==> src/rtl/alu_wide_seq_pkg.sv <==
// alu_wide_seq_pkg
//   Shared definitions for the multi-byte ALU sequencer.
//   - Op codes understood by the 8-bit ALU (add/sub/inc/dec).
//   - Sequencer state encoding.
//   - Helper that classifies an op as subtract-like.
package alu_wide_seq_pkg;

    // ALU op codes, shared with the byte ALU
    localparam logic [2:0] OpAdd = 3'd0;
    localparam logic [2:0] OpSub = 3'd1;
    localparam logic [2:0] OpInc = 3'd2;
    localparam logic [2:0] OpDec = 3'd3;

    typedef enum logic [1:0] {
        StIdle,
        StBase,
        StFix,
        StDone
    } state_e;

    // sub and dec both run as subtract chains after normalisation
    function automatic logic op_is_sub(input logic [2:0] op);
        return (op == OpSub) || (op == OpDec);
    endfunction

endpackage

==> src/rtl/alu_wide_seq.sv <==
// alu_wide_seq
//   Multi-byte add/sub/inc/dec sequencer around an external 8-bit combinational ALU.
//   Bytes are processed LSB first. The ALU has no carry-in, so a carry/borrow into a byte
//   costs one extra inc/dec pass (FIX) on that byte's partial result.
// Ports
//   clk, rst            clock, asynchronous active-high reset
//   start_valid/ready   request handshake; ready only in IDLE
//   op, a, b            operation and operands, sampled on accept
//   alu_operation/A/B   drive to the byte ALU (0 outside BASE/FIX)
//   alu_C, alu_flags_*  byte ALU result and flags
//   result, flags_c/z   wide result and flags, loaded when entering DONE, held otherwise
//   done, err           one-cycle completion pulse; err marks an illegal op code
module alu_wide_seq
    import alu_wide_seq_pkg::*;
#(
    parameter int unsigned N_BYTES = 2
) (
    input  logic                 clk,
    input  logic                 rst,
    input  logic                 start_valid,
    output logic                 start_ready,
    input  logic [2:0]           op,
    input  logic [8*N_BYTES-1:0] a,
    input  logic [8*N_BYTES-1:0] b,
    output logic [2:0]           alu_operation,
    output logic [7:0]           alu_A,
    output logic [7:0]           alu_B,
    input  logic [7:0]           alu_C,
    input  logic                 alu_flags_c,
    input  logic                 alu_flags_z,
    output logic [8*N_BYTES-1:0] result,
    output logic                 flags_c,
    output logic                 flags_z,
    output logic                 done,
    output logic                 err
);

    localparam int unsigned W  = 8 * N_BYTES;
    localparam int unsigned IW = (N_BYTES > 1) ? $clog2(N_BYTES) : 1;
    localparam logic [IW-1:0] LastIdx = IW'(N_BYTES - 1);

    typedef logic [N_BYTES-1:0][7:0] bytes_t;

    state_e         state_q, state_d;
    bytes_t         a_q, a_d;
    bytes_t         b_q, b_d;
    bytes_t         wbuf_q, wbuf_d;
    logic           sub_q, sub_d;
    logic           bad_q, bad_d;
    logic [IW-1:0]  i_q, i_d;
    logic           cy_q, cy_d;
    logic           t_q, t_d;
    logic [7:0]     part_q, part_d;
    logic           zacc_q, zacc_d;
    logic [W-1:0]   result_q, result_d;
    logic           fc_q, fc_d;
    logic           fz_q, fz_d;

    logic           commit;
    logic           commit_cy;
    logic           alu_cy;

    // Carry-out for add chains, borrow for sub chains (ALU reports NOT borrow)
    assign alu_cy = sub_q ? ~alu_flags_c : alu_flags_c;

    // State and datapath registers
    always_ff @(posedge clk or posedge rst) begin
        if (rst) begin
            state_q  <= StIdle;
            a_q      <= '0;
            b_q      <= '0;
            wbuf_q   <= '0;
            sub_q    <= 1'b0;
            bad_q    <= 1'b0;
            i_q      <= '0;
            cy_q     <= 1'b0;
            t_q      <= 1'b0;
            part_q   <= '0;
            zacc_q   <= 1'b0;
            result_q <= '0;
            fc_q     <= 1'b0;
            fz_q     <= 1'b0;
        end else begin
            state_q  <= state_d;
            a_q      <= a_d;
            b_q      <= b_d;
            wbuf_q   <= wbuf_d;
            sub_q    <= sub_d;
            bad_q    <= bad_d;
            i_q      <= i_d;
            cy_q     <= cy_d;
            t_q      <= t_d;
            part_q   <= part_d;
            zacc_q   <= zacc_d;
            result_q <= result_d;
            fc_q     <= fc_d;
            fz_q     <= fz_d;
        end
    end

    // Next-state and datapath update
    always_comb begin
        state_d   = state_q;
        a_d       = a_q;
        b_d       = b_q;
        wbuf_d    = wbuf_q;
        sub_d     = sub_q;
        bad_d     = bad_q;
        i_d       = i_q;
        cy_d      = cy_q;
        t_d       = t_q;
        part_d    = part_q;
        zacc_d    = zacc_q;
        result_d  = result_q;
        fc_d      = fc_q;
        fz_d      = fz_q;
        commit    = 1'b0;
        commit_cy = cy_q;

        unique case (state_q)
            StIdle: begin
                if (start_valid) begin
                    a_d = a;
                    // inc/dec become add/sub of a one in byte 0
                    if (op == OpInc || op == OpDec) begin
                        b_d    = '0;
                        b_d[0] = 8'h01;
                    end else begin
                        b_d = b;
                    end
                    sub_d   = op_is_sub(op);
                    bad_d   = op[2];
                    i_d     = '0;
                    cy_d    = 1'b0;
                    zacc_d  = 1'b1;
                    state_d = op[2] ? StDone : StBase;
                end
            end
            StBase: begin
                part_d = alu_C;
                t_d    = alu_cy;
                if (cy_q) begin
                    state_d = StFix;
                end else begin
                    commit    = 1'b1;
                    commit_cy = alu_cy;
                end
            end
            StFix: begin
                // Either the base pass or the fix-up pass can produce the outgoing carry
                commit    = 1'b1;
                commit_cy = t_q | alu_cy;
            end
            StDone: begin
                state_d = StIdle;
            end
            default: begin
                state_d = StIdle;
            end
        endcase

        if (commit) begin
            wbuf_d[i_q] = alu_C;
            zacc_d      = zacc_q & alu_flags_z;
            cy_d        = commit_cy;
            if (i_q == LastIdx) begin
                state_d  = StDone;
                // Load the visible result on entry to DONE so it is valid with the pulse
                result_d = wbuf_d;
                fz_d     = zacc_d;
                fc_d     = sub_q ? ~commit_cy : commit_cy;
            end else begin
                i_d     = i_q + 1'b1;
                state_d = StBase;
            end
        end
    end

    // Outputs
    always_comb begin
        start_ready   = (state_q == StIdle);
        done          = (state_q == StDone);
        err           = (state_q == StDone) & bad_q;
        alu_operation = 3'd0;
        alu_A         = 8'h00;
        alu_B         = 8'h00;
        unique case (state_q)
            StBase: begin
                alu_operation = sub_q ? OpSub : OpAdd;
                alu_A         = a_q[i_q];
                alu_B         = b_q[i_q];
            end
            StFix: begin
                alu_operation = sub_q ? OpDec : OpInc;
                alu_A         = part_q;
            end
            default: begin
                alu_operation = 3'd0;
            end
        endcase
    end

    assign result  = result_q;
    assign flags_c = fc_q;
    assign flags_z = fz_q;

endmodule
==> config.mk <==
export PLATFORM = sky130hd
export DESIGN_NAME = alu_wide_seq
export DESIGN_NICKNAME = d
export VERILOG_FILES = /design/src/rtl/alu_wide_seq_pkg.sv /design/src/rtl/alu_wide_seq.sv
export SDC_FILE = /design/constraint.sdc
export NUM_CORES = 1
export LEC_CHECK = 0
export BUFFER_PORTS_ARGS = -buffer_cell sky130_fd_sc_hd__buf_2
export CAP_MARGIN = 20
export CELL_PAD_IN_SITES_DETAIL_PLACEMENT = 1
export CELL_PAD_IN_SITES_GLOBAL_PLACEMENT = 1
export CORE_MARGIN = 2
export CORE_UTILIZATION = 40
export DETAILED_ROUTE_END_ITERATION = 7
export GPL_TIMING_DRIVEN = 0
export PLACE_DENSITY = 0.79
export SYNTH_ARGS = -nofsm -noshare
export SYNTH_HDL_FRONTEND = slang
export SYNTH_SLANG_ARGS = --single-unit
==> constraint.sdc <==
create_clock -name clk -period 6.2 [get_ports clk]
set_input_delay 0.31 -clock clk [delete_from_list [all_inputs] [get_ports clk]]
set_output_delay 0.31 -clock clk [all_outputs]
set_load 0.1 [all_outputs]
==> impl_metrics.csv <==
group,metric,value,unit
status,outcome,"completed",
final_layout,net_total_in_the_final_layout,401,
cts,post-cts-setup-buffers,0,
worst_setup_path,cp.required,5.89,ns
sta,maxClockFrequency,374.1,MHz
worst_setup_path,worstSetupEndpointType,"output pin",
min_path,hold_path.class,"input pin to flop",
sta,maxSlewHeadroom,0.5189,
final_layout,antenna_cells_inserted,0,
synth,synth_edf_count,0,
detailed_routing,drt-wirelength-per-cell,16.61,um
worst_setup_path,reg2reg_slack,3.83,ns
die,core_area,7767,um2
grt,grt_util_all_layers,0.1868,
detailed_routing,initialDrtViolationCount,39,
synth,ys_ff_latch,74,
cts,cts-buffers-inserted,9,
grt,first_global_vias,2502,
sta,worst_slew_pin_slew,0.7216,ns
detailed_routing,met2RoutedLength,3921,um
worst_setup_path,cp_slowest_stage_delay,0.49,ns
worst_setup_path,crit_cells,5,
detailed_routing,drt-total-wl,7557,um
synth,synth_top_cell_area_share,0.5752,
sta,final.period_utilization,0.4312,
cts,clock-sinks,74,
sta,setup_tns,0,ns
worst_setup_path,crit_buf_inv,2,
synth,async_reset_ff_frac,1.000,
worst_setup_path,reg2regPathDepth,7,
die,floorplan.die.width,93.71,um
synth,synth.largest_area_cell,"sky130_fd_sc_hd__dfrtp_1",
worst_setup_path,timing_worst_setup_path_type,"flop to output pin",
placed_design,dp_cells,438,
synth,synth_cells,249,
final_layout,final_layout_size_suffix_gt1_frac,0.4618,
grt,grt_start_max_net_pins,55,
placed_design,placement.io_buffers,86,
min_path,holdCritStartpoint,"b[10]",
worst_setup_path,timing.critical_path.arrival,2.36,ns
worst_setup_path,crit_path_start,"state_q[1]",
cts,cts.path.max_buffers,2,
worst_setup_path,critical_path.max_fanout,10,
synth,most_frequently_used_flop_master_after_synthesis,"sky130_fd_sc_hd__dfrtp_1",
synth,syn_nets,302,
worst_setup_path,timing.critical_path.cells,"inv_1, ha_1, nand2_1, o21ai_0, buf_2",
sta,finalHoldViolations,0,
sta,report.final.slew_viol_count,0,
grt,grt_remaining_overflow,0,
detailed_routing,avgViaCountPerCell,5.084,
die,rows,32,
sta,skew,0.01128,ns
cts,tritoncts_clock_tree,"done",
cts,clock_tree.htree_level_count,3,
placed_design,gp_routability_congestion,0.7354,
worst_setup_path,crit_family,"buffers and inverters",
sta,layout_min_cycle_time,2.673,ns
detailed_routing,dr_wl_met3,355,um
worst_setup_path,cp-start-kind,"flop",
worst_setup_path,crit-reg2reg-launch,"state_q[1]",
detailed_routing,wl_met1,3191,um
grt,wire_length_of_the_first_global_routing_pass,12500,um
final_layout,finished_layout_cells,455,
synth,post_synthesis_cell_area,3219,um2
worst_setup_path,critPathSlowestCell,"sky130_fd_sc_hd__dfrtp_1",
synth,synthesis.yosys.warnings,0,
synth,post_synth.cell_area_avg,12.93,um2
synth,sequential_element_share_of_the_synthesized_area,0.5752,
placed_design,dpl.hpwl,5454,um
min_path,worstHoldPathCells,2,
sta,final.hold.worst_slack,0.1721,ns
die,die_ht,93.71,um
sta,rsz0062_at_grt,"false",
final_layout,syn_to_final_growth,25.34,%
cts,clk_pin_slew_worst_paths,0.08,ns
die,die-area,8782,um2
cts,cts-root-buf,"sky130_fd_sc_hd__clkbuf_8",
synth,netlist-cell-type-count,33,
detailed_routing,detail_route.first_pass.iterations,4,
cts,cts_hold_buffers,1,
detailed_routing,top_signal_layer_used,"met4",
die,initial_core_util,0.4145,
detailed_routing,dr_total_vias,2313,
cts,post_cts_resize_count,0,
sta,setup_viol,0,
detailed_routing,detail_route.drc_violations,0,
cts,worstSkewPairLatency,0.35,ns
grt,grt_antenna_before_repair,0,
flow_run,maxCapViolCount,0,
detailed_routing,postRouteAntennaNets,0,
synth,synth_area_leaders,"sky130_fd_sc_hd__dfrtp_1 58%, sky130_fd_sc_hd__mux2_2 17%, sky130_fd_sc_hd__mux2i_1 5.3%, sky130_fd_sc_hd__a22o_1 4.1%, sky130_fd_sc_hd__nand2_1 2.2%",
die,design.portCount,88,
## flip-flops by register name (all words and copies together) (netlist names)
signal	count
a_q	16
b_q	16
result	16
part_q	8
wbuf_q	8
state_q	2
bad_q	1
cy_q	1
flags_c	1
flags_z	1
i_q	1
sub_q	1
t_q	1
zacc_q	1
## cells by family (layout without fill, tap and decap cells)
family | Yosys count | after routing | share of synthesized area
xor+xnor | 1 | 1 | 0.005054
simple gates | 41 | 41 | 0.05480
mux | 65 | 65 | 0.2208
compound gates | 42 | 42 | 0.09095
buf+inv | 20 | 124 | 0.03264
other cells | 1 | 1 | 0.001165
fa+ha+maj | 5 | 5 | 0.01943
flops | 74 | 74 | 0.5752
## worst paths after layout
check	endpoint
max	alu_A[2]
min	b_q[10]
max reg2reg	wbuf_q[0]
min reg2reg	flags_z
max in group asynchronous	zacc_q
min in group asynchronous	a_q[6]
## synth_stat cells (3+ instances only)
master                     count
sky130_fd_sc_hd__mux2_2       48
sky130_fd_sc_hd__a21oi_1       3
sky130_fd_sc_hd__dfrtp_1      74
sky130_fd_sc_hd__buf_6         3
sky130_fd_sc_hd__ha_1          5
sky130_fd_sc_hd__mux2i_1      17
sky130_fd_sc_hd__nor2_1       13
sky130_fd_sc_hd__o21ai_0      14
sky130_fd_sc_hd__clkbuf_1      5
sky130_fd_sc_hd__inv_1         6
sky130_fd_sc_hd__nand2_1      19
sky130_fd_sc_hd__a22o_1       15
sky130_fd_sc_hd__buf_2         3
## layer usage
layer  up-vias  GRT usage
met1      1178     0.2233
li1       1079          -
met2        47     0.3292
met5         -          0
met3         9    0.04815
met4         0    0.05797
## per-stage QoR
stage / cell area, um2 / util / setup slack, ns
2_1_floorplan: 3219 / - / 2.701
3_3_place_gp: 3777 / 0.4863 / 3.124
3_5_place_dp: 3807 / 0.4902 / 3.861
4_1_cts: 4035 / 0.5195 / 3.501
5_1_grt: 4035 / 0.5195 / 3.354
6_report: 4035 / 0.5195 / 3.527
## final cells by class
class,instances,area (um2)
Timing Repair Buffer,88,467.9
Clock buffer,10,127.6
Clock inverter,6,90.09
Tap cell,102,127.6
Sequential cell,74,1852
Fill cell,863,3732
Inverter,7,28.78
Buffer,13,78.83
Multi-Input combinational cell,155,1262
## layout by cell type (no fill, tap or decap), types with 2 or more instances in the layout
cell type                    n
sky130_fd_sc_hd__a21oi_1     3
sky130_fd_sc_hd__a22o_1     15
sky130_fd_sc_hd__and2_1      2
sky130_fd_sc_hd__buf_2      89
sky130_fd_sc_hd__buf_6       3
sky130_fd_sc_hd__bufinv_16   2
sky130_fd_sc_hd__clkbuf_1    6
sky130_fd_sc_hd__clkbuf_8    9
sky130_fd_sc_hd__dfrtp_1    74
sky130_fd_sc_hd__ha_1        5
sky130_fd_sc_hd__inv_1       5
sky130_fd_sc_hd__mux2_2     48
sky130_fd_sc_hd__mux2i_1    17
sky130_fd_sc_hd__nand2_1    19
sky130_fd_sc_hd__nand3_1     2
sky130_fd_sc_hd__nor2_1     13
sky130_fd_sc_hd__o21ai_0    14
sky130_fd_sc_hd__o22ai_1     2
sky130_fd_sc_hd__o31ai_1     2
Power is left out: the tool's default activity adds up to more than one toggle a clock period on the data nets, which glitch-free logic cannot reach.
